--- src/rtl/mdr_sequencer_if.sv ---
// Handshake and control bundle between the operation selector/datapath
// and the MULT/DIV/ROOT sequencer.
interface mdr_sequencer_if #(
    parameter int DW = 16
);
    localparam int IW = $clog2(DW);

    logic          i_start;
    logic [3:0]    i_op;
    logic          i_div_zero;
    logic          o_ready;
    logic          o_busy;
    logic          o_load;
    logic          o_shift_en;
    logic [3:0]    o_unit_sel;
    logic [IW-1:0] o_iter;
    logic          o_done;
    logic          o_error;

    modport master (
        output i_start, i_op, i_div_zero,
        input  o_ready, o_busy, o_load, o_shift_en, o_unit_sel, o_iter, o_done, o_error
    );

    modport slave (
        input  i_start, i_op, i_div_zero,
        output o_ready, o_busy, o_load, o_shift_en, o_unit_sel, o_iter, o_done, o_error
    );
endinterface

--- src/rtl/mdr_sequencer.sv ---
// Control sequencer for an iterative multiply / divide / square-root datapath.
// Accepts a one-hot operation in IDLE, strobes the operand load, runs the
// selected unit for its iteration count and finishes with a done pulse.
// Illegal operations and division by zero skip straight to an error done.
module mdr_sequencer #(
    parameter int DW = 16
) (
    input  logic            i_clk,
    input  logic            i_rst_n,
    mdr_sequencer_if.slave  bus
);
    localparam int IW = $clog2(DW);

    localparam logic [1:0] S_IDLE = 2'd0;
    localparam logic [1:0] S_LOAD = 2'd1;
    localparam logic [1:0] S_RUN  = 2'd2;
    localparam logic [1:0] S_DONE = 2'd3;

    localparam logic [3:0] OP_MULT = 4'b0001;
    localparam logic [3:0] OP_DIV  = 4'b0010;
    localparam logic [3:0] OP_ROOT = 4'b0100;
    localparam logic [3:0] OP_NON  = 4'b1000;

    if (DW < 4 || (DW % 2) != 0) begin : g_bad_dw
        $error("mdr_sequencer: DW must be even and >= 4");
    end

    logic [1:0]    state;
    logic [3:0]    unit_sel;
    logic [IW-1:0] iter;
    logic          err_flag;
    logic [IW-1:0] last_iter;

    // Final iteration index of the accepted unit; ROOT needs half the passes.
    always_comb begin
        last_iter = IW'(DW - 1);
        if (unit_sel == OP_ROOT) begin
            last_iter = IW'(DW / 2 - 1);
        end
    end

    // Sequencer state, captured operation, iteration counter and error flag.
    always_ff @(posedge i_clk) begin
        if (!i_rst_n) begin
            state    <= S_IDLE;
            unit_sel <= 4'b0000;
            iter     <= '0;
            err_flag <= 1'b0;
        end else begin
            case (state)
                S_IDLE: begin
                    if (bus.i_start) begin
                        if (!$onehot(bus.i_op)) begin
                            state    <= S_DONE;
                            unit_sel <= 4'b0000;
                            err_flag <= 1'b1;
                        end else if (bus.i_op == OP_DIV && bus.i_div_zero) begin
                            state    <= S_DONE;
                            unit_sel <= OP_DIV;
                            err_flag <= 1'b1;
                        end else begin
                            state    <= S_LOAD;
                            unit_sel <= bus.i_op;
                        end
                    end
                end
                S_LOAD: begin
                    iter  <= '0;
                    state <= (unit_sel == OP_NON) ? S_DONE : S_RUN;
                end
                S_RUN: begin
                    // Counter returns to zero on exit so o_iter reads 0 outside RUN.
                    if (iter == last_iter) begin
                        iter  <= '0;
                        state <= S_DONE;
                    end else begin
                        iter <= iter + 1'b1;
                    end
                end
                S_DONE: begin
                    state    <= S_IDLE;
                    err_flag <= 1'b0;
                end
                default: begin
                    state <= S_IDLE;
                end
            endcase
        end
    end

    // Status and strobes decode directly from the state; only one state is
    // active at a time, which keeps load/shift/done mutually exclusive.
    always_comb begin
        bus.o_ready    = (state == S_IDLE);
        bus.o_busy     = (state == S_LOAD) || (state == S_RUN);
        bus.o_load     = (state == S_LOAD);
        bus.o_shift_en = (state == S_RUN);
        bus.o_done     = (state == S_DONE);
        bus.o_error    = (state == S_DONE) && err_flag;
        bus.o_unit_sel = unit_sel;
        bus.o_iter     = iter;
    end

    // OP_MULT is listed for completeness of the opcode map.
    logic unused_op;
    assign unused_op = ^OP_MULT;

endmodule

--- src/flat_wrapper.sv ---
// flat-port wrapper written by rule: the top's interface ports become plain ports
module mdr_sequencer_flat 
#(
    parameter int DW = 16
)
  (i_clk, i_rst_n, bus_i_start, bus_i_op, bus_i_div_zero, bus_o_ready, bus_o_busy, bus_o_load, bus_o_shift_en, bus_o_unit_sel, bus_o_iter, bus_o_done, bus_o_error);
  mdr_sequencer_if #(.DW(DW)) bus_i ();
  input  logic i_clk;
  input  logic i_rst_n;
  input wire logic [$bits(bus_i.i_start)-1:0] bus_i_start;
  input wire logic [$bits(bus_i.i_op)-1:0] bus_i_op;
  input wire logic [$bits(bus_i.i_div_zero)-1:0] bus_i_div_zero;
  output wire logic [$bits(bus_i.o_ready)-1:0] bus_o_ready;
  output wire logic [$bits(bus_i.o_busy)-1:0] bus_o_busy;
  output wire logic [$bits(bus_i.o_load)-1:0] bus_o_load;
  output wire logic [$bits(bus_i.o_shift_en)-1:0] bus_o_shift_en;
  output wire logic [$bits(bus_i.o_unit_sel)-1:0] bus_o_unit_sel;
  output wire logic [$bits(bus_i.o_iter)-1:0] bus_o_iter;
  output wire logic [$bits(bus_i.o_done)-1:0] bus_o_done;
  output wire logic [$bits(bus_i.o_error)-1:0] bus_o_error;
  assign bus_i.i_start = bus_i_start;
  assign bus_i.i_op = bus_i_op;
  assign bus_i.i_div_zero = bus_i_div_zero;
  assign bus_o_ready = bus_i.o_ready;
  assign bus_o_busy = bus_i.o_busy;
  assign bus_o_load = bus_i.o_load;
  assign bus_o_shift_en = bus_i.o_shift_en;
  assign bus_o_unit_sel = bus_i.o_unit_sel;
  assign bus_o_iter = bus_i.o_iter;
  assign bus_o_done = bus_i.o_done;
  assign bus_o_error = bus_i.o_error;
  mdr_sequencer #(.DW(DW)) u_core (.i_clk(i_clk), .i_rst_n(i_rst_n), .bus(bus_i));
endmodule
--- config.mk ---
export PLATFORM = sky130hd
export DESIGN_NAME = mdr_sequencer_flat
export DESIGN_NICKNAME = d
export VERILOG_FILES = /design/src/rtl/mdr_sequencer_if.sv /design/src/rtl/mdr_sequencer.sv /design/src/flat_wrapper.sv
export SDC_FILE = /design/constraint.sdc
export NUM_CORES = 1
export LEC_CHECK = 0
export ABC_CLOCK_PERIOD_IN_PS = 2100
export CAP_MARGIN = 0
export CORE_MARGIN = 4
export CORE_UTILIZATION = 42
export CTS_CLUSTER_DIAMETER = 40
export CTS_CLUSTER_SIZE = 8
export DETAILED_ROUTE_END_ITERATION = 6
export PLACE_DENSITY = 0.74
export SYNTH_ARGS = -nofsm -noshare
export SYNTH_HDL_FRONTEND = slang
export SYNTH_SLANG_ARGS = --single-unit
--- constraint.sdc ---
create_clock -name i_clk -period 2.1 [get_ports i_clk]
set_input_delay 0.42 -clock i_clk [delete_from_list [all_inputs] [get_ports i_clk]]
set_output_delay 0.42 -clock i_clk [all_outputs]
set_load 0.02 [all_outputs]
==> results of run 1 <==
## what timing repair did
item | in CTS | in global routing
resized for setup | 10 | 14
pin swaps | 4 | 5
setup endpoints to repair | 8 | 6
## placed cells by master (no fill, tap or decap), types with 2 or more instances in the layout
| master | n |
|---|---|
| a31oi_1 | 2 |
| and2_1 | 2 |
| buf_4 | 9 |
| dlygate4sd2_1 | 2 |
| o21ai_0 | 2 |
| inv_1 | 6 |
| inv_2 | 4 |
| ha_1 | 6 |
| a21oi_1 | 6 |
| nor3b_2 | 2 |
| clkbuf_4 | 3 |
| nand3_1 | 10 |
| nand2_1 | 8 |
| ha_4 | 3 |
| clkbuf_2 | 3 |
| nand2b_1 | 2 |
| clkdlybuf4s50_1 | 15 |
| dfxtp_1 | 11 |
| nor3_1 | 2 |
| nor2_1 | 3 |
| mux2i_1 | 2 |
| nand3b_1 | 2 |
## per-stage QoR
step	cell area (um^2)	hold WS, ns	util [%]
3_5_place_dp	1110	0.480	63.6
2_1_floorplan	801	0.484	-
5_1_grt	1150	0.507	65.8
3_3_place_gp	1110	0.470	63.6
6_report	1150	0.492	65.8
4_1_cts	1130	0.495	64.7
## worst reg2reg max path, delay by kind of cell, from the launching register on
family / cells / cell delay (ns)
AO/OA/AOI/OAI: 2 / 0.46
AND/OR/NAND/NOR: 1 / 0.37
multiplexers: 1 / 0.41
flip-flops: 1 / 0.36
## power breakdown
group / total (mW) / leakage (nW) / switching [mW] / internal, mW
combinational: 0.694 / 0.350 / 0.374 / 0.320
sequential: 0.298 / 0.0898 / 0.0482 / 0.250
clock: 0.146 / 0.0150 / 0.0729 / 0.0734
## worst max-delay path by stage
| stage | slack (ns) | start | end |
|---|---|---|---|
| 6_report | 0.1 | bus_i_op[1] | u_core.err_flag$_SDFFE_PN0P_ |
| 3_3_place_gp | -0.50 | bus_i_op[0] | u_core.bus.o_unit_sel[3]$_SDFFE_PN0P_ |
| 4_1_cts | -0.02 | bus_i_op[1] | u_core.err_flag$_SDFFE_PN0P_ |
| 2_1_floorplan | 0.0000004 | bus_i_op[0] | u_core.err_flag$_SDFFE_PN0P_ |
| 3_5_place_dp | -0.59 | bus_i_op[0] | u_core.bus.o_unit_sel[0]$_SDFFE_PN0P_ |
| 5_1_grt | 0.03 | bus_i_op[1] | u_core.err_flag$_SDFFE_PN0P_ |
## sequential cells by signal (all words and copies together), names as in the netlist
signal / count
u_core.err_flag: 1
u_core.bus.o_unit_sel: 4
u_core.bus.o_iter: 4
u_core.state: 2
## synthesized netlist by cell type (2+ instances only)
cell type  instances
nor3_1             2
inv_1             10
nand3_1           10
and2_1             3
a31oi_1            2
nand2b_1           2
dfxtp_1           11
o21ai_0            2
nand3b_1           2
a21oi_1            7
ha_1              10
nand2_1            8
nor3b_1            2
mux2i_1            2
nor2_1             3
clkbuf_1           2
## area by class of cell
class                           count  area [um^2]
Clock buffer                        4         26.3
Fill cell                         156          597
Inverter                           10         37.5
Multi-Input combinational cell     68          572
Sequential cell                    11          220
Tap cell                           25         31.3
Timing Repair Buffer               30          262
## logic make-up after synthesis
group | synth area share [%]
multiplexers | 2.56
flip-flops | 28.2
adder cells (fa/ha/maj) | 18.6
buffers and inverters | 5.77
AO/OA/AOI/OAI | 17.3
AND/OR/NAND/NOR | 27.6
## routing by layer
metal | GRT usage [%] | share of wire [%] | vias up
li1 | - | - | 386
met1 | 23.1 | 49 | 370
met2 | 26.4 | 47 | 15
met3 | 2.92 | 3.2 | 4
met4 | 4.48 | 0.85 | 0
met5 | 0 | 0 | -
==> impl_metrics.tcl, run 1 <==
set metrics [dict create \
    tritoncts "yes" \
    hold_start "u_core.bus.o_unit_sel[2]$_SDFFE_PN0P_" \
    cts_setup_buffers 0 \
    rsz0062_at_grt "no" \
    via_per_inst 5.24 \
    die_area_um2 2610 \
    chipWidth_um 51.1 \
    cp-start-kind "input port" \
    postSynthCellCount 91 \
    critPathTopFamily "adder cells" \
    finalSetupTns_ns 0 \
    cpPeakStageDelay_ns 0.47 \
    initial_core_util_pct 44.7 \
    rows 15 \
    dr.pass1.iters 4 \
    dpl.cell_count 145 \
    finalMaxSlewViolations 0 \
    post-route-min-period_ns 2.00 \
    async_reset_ff_share_pct 0 \
    crit_path_end_kind "flop" \
    path_class "in -> reg" \
    antenna_found_initial 0 \
    clkSinkCount 11 \
    fin_skew_ns 0.00247 \
    track_usage_pct 16.7 \
    synth_edf_count 0 \
    r2r_cells 4 \
    num_vias 775 \
    die_y_um 51.1 \
    drive_gt1_share_pct 26.8 \
    drt-total-wl_um 1990 \
    grt_max_degree 10 \
    syn_area_per_cell_um2 8.58 \
    cp_cell_sequence "clkbuf_2 > ha_4 > inv_2 > ha_4 > fa_1 > nor3b_2 > and2_4 > nor3_1 > o31a_1" \
    drt_iter0_drc 15 \
    routedWlPerCell_um 13.5 \
    root_buffer "clkbuf_4" \
    clock_latency_ns 0.26 \
    hpwl_um 1590 \
    htreeDepth 1 \
    cp.required_ns 2.26 \
    maxSlewHeadroom_pct 75.2 \
    worstPathArrival_ns 2.16 \
    vdd_ir_drop_max_v 0.000561 \
    antennaDiodeCount 0 \
    min_to "u_core.bus.o_unit_sel[2]$_SDFFE_PN0P_" \
    syn-num-nets 110 \
    fin_total_pwr_mw 1.14 \
    path_max_fanout 2 \
    yosys_warnings 0 \
    ys_seq_area_share_pct 28.2 \
    worstReg2RegEnd "u_core.state[0]$_SDFFE_PN0P_" \
    syn_area_um2 781 \
    setup_viol 0 \
    clockBufferDepth 2 \
    cts_hold_buf 0 \
    grt_pass1_wl_um 3350 \
    synth_top_area_share_pct 28.2 \
    synthDistinctLibCells 29 \
    max_freq_ghz 0.499 \
    ys.flop_type "dfxtp_1" \
    postRouteAntennaNets 0 \
    gp_congestion 0.778 \
    synthTopCellsByArea "dfxtp_1 (28%), ha_1 (16%), nand3_1 (6.4%)" \
    worst_pin_slew_ns 0.361 \
    r2r-start "u_core.bus.o_unit_sel[0]$_SDFFE_PN0P_" \
    core_um2 1750 \
    dpl_worst_slack_ns -0.592 \
    max_cap_viol_count 0 \
    synth_area_leader_cell "dfxtp_1" \
    io_buffers 21 \
    worst-path-buf-inv 2 \
    hold_path_class "reg -> reg" \
    num_io_pins 22 \
    drc 0 \
    pwr_density_cell_nw_per_um2 991 \
    cp.depth 9 \
    setup_slack_ns 0.0956 \
    final_cells 148 \
    fin_nets 143 \
    hold_violations 0 \
    syn_to_final_growth_pct 47.1 \
    synth-seq-cells 11 \
    clk_pin_slew_ns 0.07 \
    overflow 0 \
    cts_buffers 3 \
    cp_slowest_cell "fa_1" \
    fin_crit_sh_pct 95.4 \
    grt_pass1_vias 757 \
    status "finished clean" \
    p_leak_nw 0.455 \
    r2r_setup_slack_ns 0.42 \
    whs_path_depth 2 \
    crit_path_frequent_cell "ha_4" \
]
No activity file was read; power rests on OpenSTA's default activity.
==> inputs of run 2 (changes only) <==
--- a/config.mk
+++ b/config.mk
@@ -5,7 +5,7 @@
 export SDC_FILE = /design/constraint.sdc
 export NUM_CORES = 1
 export LEC_CHECK = 0
-export ABC_CLOCK_PERIOD_IN_PS = 2100
+export ABC_CLOCK_PERIOD_IN_PS = 1790
 export CAP_MARGIN = 0
 export CORE_MARGIN = 4
 export CORE_UTILIZATION = 42
==> constraint.sdc (replaced) <==
create_clock -name i_clk -period 1.79 [get_ports i_clk]
set_input_delay 0.358 -clock i_clk [delete_from_list [all_inputs] [get_ports i_clk]]
set_output_delay 0.358 -clock i_clk [all_outputs]
set_load 0.02 [all_outputs]
==> impl_metrics.tcl, run 2 (synthesis results as in run 1) <==
set metrics [dict create \
    drt_iter0_drc 14 \
    chipWidth_um 51.1 \
    max_freq_ghz 0.540 \
    path_max_fanout 2 \
    overflow 0 \
    multiInputGateArea_um2 608 \
    worst_pin_slew_ns 0.391 \
    cp-start-kind "input port" \
    p_leak_nw 0.534 \
    drive_gt1_share_pct 34.9 \
    power_frac_seq_pct 23.9 \
    num_io_pins 22 \
    crit_path_end_kind "flop" \
    setup_viol 6 \
    cts_hold_buf 0 \
    routedWlPerCell_um 13.6 \
    maxSlewHeadroom_pct 73.8 \
    root_buffer "clkbuf_4" \
    worstPathArrival_ns 2.02 \
    clockPowerShare_pct 12.1 \
    cp.required_ns 1.96 \
    regArea_um2 220 \
    fin_crit_sh_pct 103 \
    grt_pass1_vias 777 \
    clock_latency_ns 0.27 \
    via_per_inst 5.18 \
    io_buffers 21 \
    num-fill-cells 151 \
    antennaDiodeCount 0 \
    layout_common_cells "buf_4 (14), dfxtp_1 (11), clkdlybuf4s50_1 (10)" \
    path_class "in -> reg" \
    dr.pass1.iters 4 \
    num_vias 797 \
    layout_commonest_cell "buf_4" \
    max_cap_viol_count 0 \
    postRouteAntennaNets 0 \
    drt-total-wl_um 2090 \
    vdd_ir_drop_max_v 0.000570 \
    p_comb_share_pct 64.0 \
    drc 0 \
    rows 15 \
    place_area_um2 1180 \
    intPower_mw 0.791 \
    grt_pass1_wl_um 3510 \
    violations "negative setup slack" \
    core_um2 1750 \
    clockBufferDepth 2 \
    gp_congestion 0.765 \
    fin_nets 149 \
    die_y_um 51.1 \
    syn_to_final_growth_pct 60.3 \
    rsz0062_at_grt "yes" \
    finalMaxSlewViolations 0 \
    cts_buffers 3 \
    track_usage_pct 18.1 \
    pwr_density_cell_nw_per_um2 1130 \
    hpwl_um 1590 \
    htreeDepth 1 \
    grt_max_degree 10 \
    switching_share_pct 44.1 \
    setup_slack_ns -0.0615 \
    clk_pin_slew_ns 0.07 \
    tritoncts "yes" \
    post-route-min-period_ns 1.85 \
    clkSinkCount 11 \
    antenna_found_initial 0 \
    hold_path_class "in -> reg" \
    fin_skew_ns 0.00196 \
    switchingPower_mw 0.625 \
    die_area_um2 2610 \
    finalInstanceArea_um2 1250 \
    status "finished with violations" \
    hold_violations 0 \
    initial_core_util_pct 44.7 \
    dpl_worst_slack_ns -0.885 \
]
## run 2: cell types whose count changed in the layout (fill, tap and decap cells not counted), moves of 2 or more
| cell | delta |
|---|---|
| clkdlybuf4s50_1 | -5 |
| a21oi_1 | -3 |
| buf_6 | +2 |
| a21oi_2 | +3 |
| dlygate4sd2_1 | +3 |
| clkbuf_2 | -2 |
| buf_4 | +5 |
## run 2: worst max-delay path, stage by stage
cell and delay, ns:
buf_8 0.09, inv_8 0.03, ha_4 0.24, inv_2 0.04
ha_4 0.14, fa_1 0.44, nor3b_2 0.22, and2_4 0.20
nor3_2 0.03, o31a_1 0.24
## run 2: layout make-up
type	instances	area share, %
Sequential cell	11	17.6
Tap cell	25	2.50
Inverter	10	3.60
Clock buffer	4	2.10
Multi-Input combinational cell	68	48.6
Timing Repair Buffer	36	25.6
## run 2: power groups by stage
| stage | registers (mW) | logic (mW) | clock network, mW |
|---|---|---|---|
| after floorplan | 0.364 | 0.495 | 0 |
| after global placement | 0.340 | 0.881 | 0 |
| after detailed placement | 0.341 | 0.894 | 0 |
| after CTS | 0.336 | 0.891 | 0.179 |
| after global routing | 0.346 | 0.985 | 0.195 |
| final | 0.338 | 0.906 | 0.172 |
## run 2: final timing paths
kind / from / endpoint / slack (ns) / cells after the start
max: bus_i_op[0] / u_core.err_flag$_SDFFE_PN0P_ / -0.06 / 10
min: bus_i_op[2] / u_core.bus.o_unit_sel[2]$_SDFFE_PN0P_ / 0.48 / 4
max reg2reg: u_core.bus.o_unit_sel[0]$_SDFFE_PN0P_ / u_core.state[0]$_SDFFE_PN0P_ / 0.14 / 4
min reg2reg: u_core.bus.o_iter[1]$_SDFFE_PN0P_ / u_core.bus.o_iter[1]$_SDFFE_PN0P_ / 0.51 / 2
## run 2: layer usage
layer  GRT usage [%]  vias to the layer above  part of all wire, %  wire [um]
met5               0                        -                    0          0
met4            4.04                        0                 0.38          8
met3            6.41                        2                  4.7         98
met2            28.3                       20                   45        945
met1            23.8                      376                   50       1040
li1                -                      399                    -          -
## run 2: timing repair
| item | CTS | global route |
|---|---|---|
| gates resized for setup | 35 | 8 |
| buffers inserted | 1 | 0 |
| pin swaps | 6 | 3 |
| cloned | 0 | 0 |
| hold endpoints to repair | 0 | 0 |
| setup endpoints to repair | 12 | 8 |
## run 2: stage by stage
step	hold WS, ns	instances	power, mW	TNS (ns)	utilization [%]
global route	0.463	154	1.53	-0.556	71.7
global placement	0.476	150	1.22	-4.75	67.7
floorplan	0.480	91	0.859	-0.747	-
finish	0.475	154	1.42	-0.197	71.7
CTS	0.468	154	1.41	-0.0864	70.4
detailed placement	0.500	150	1.24	-5.07	67.7
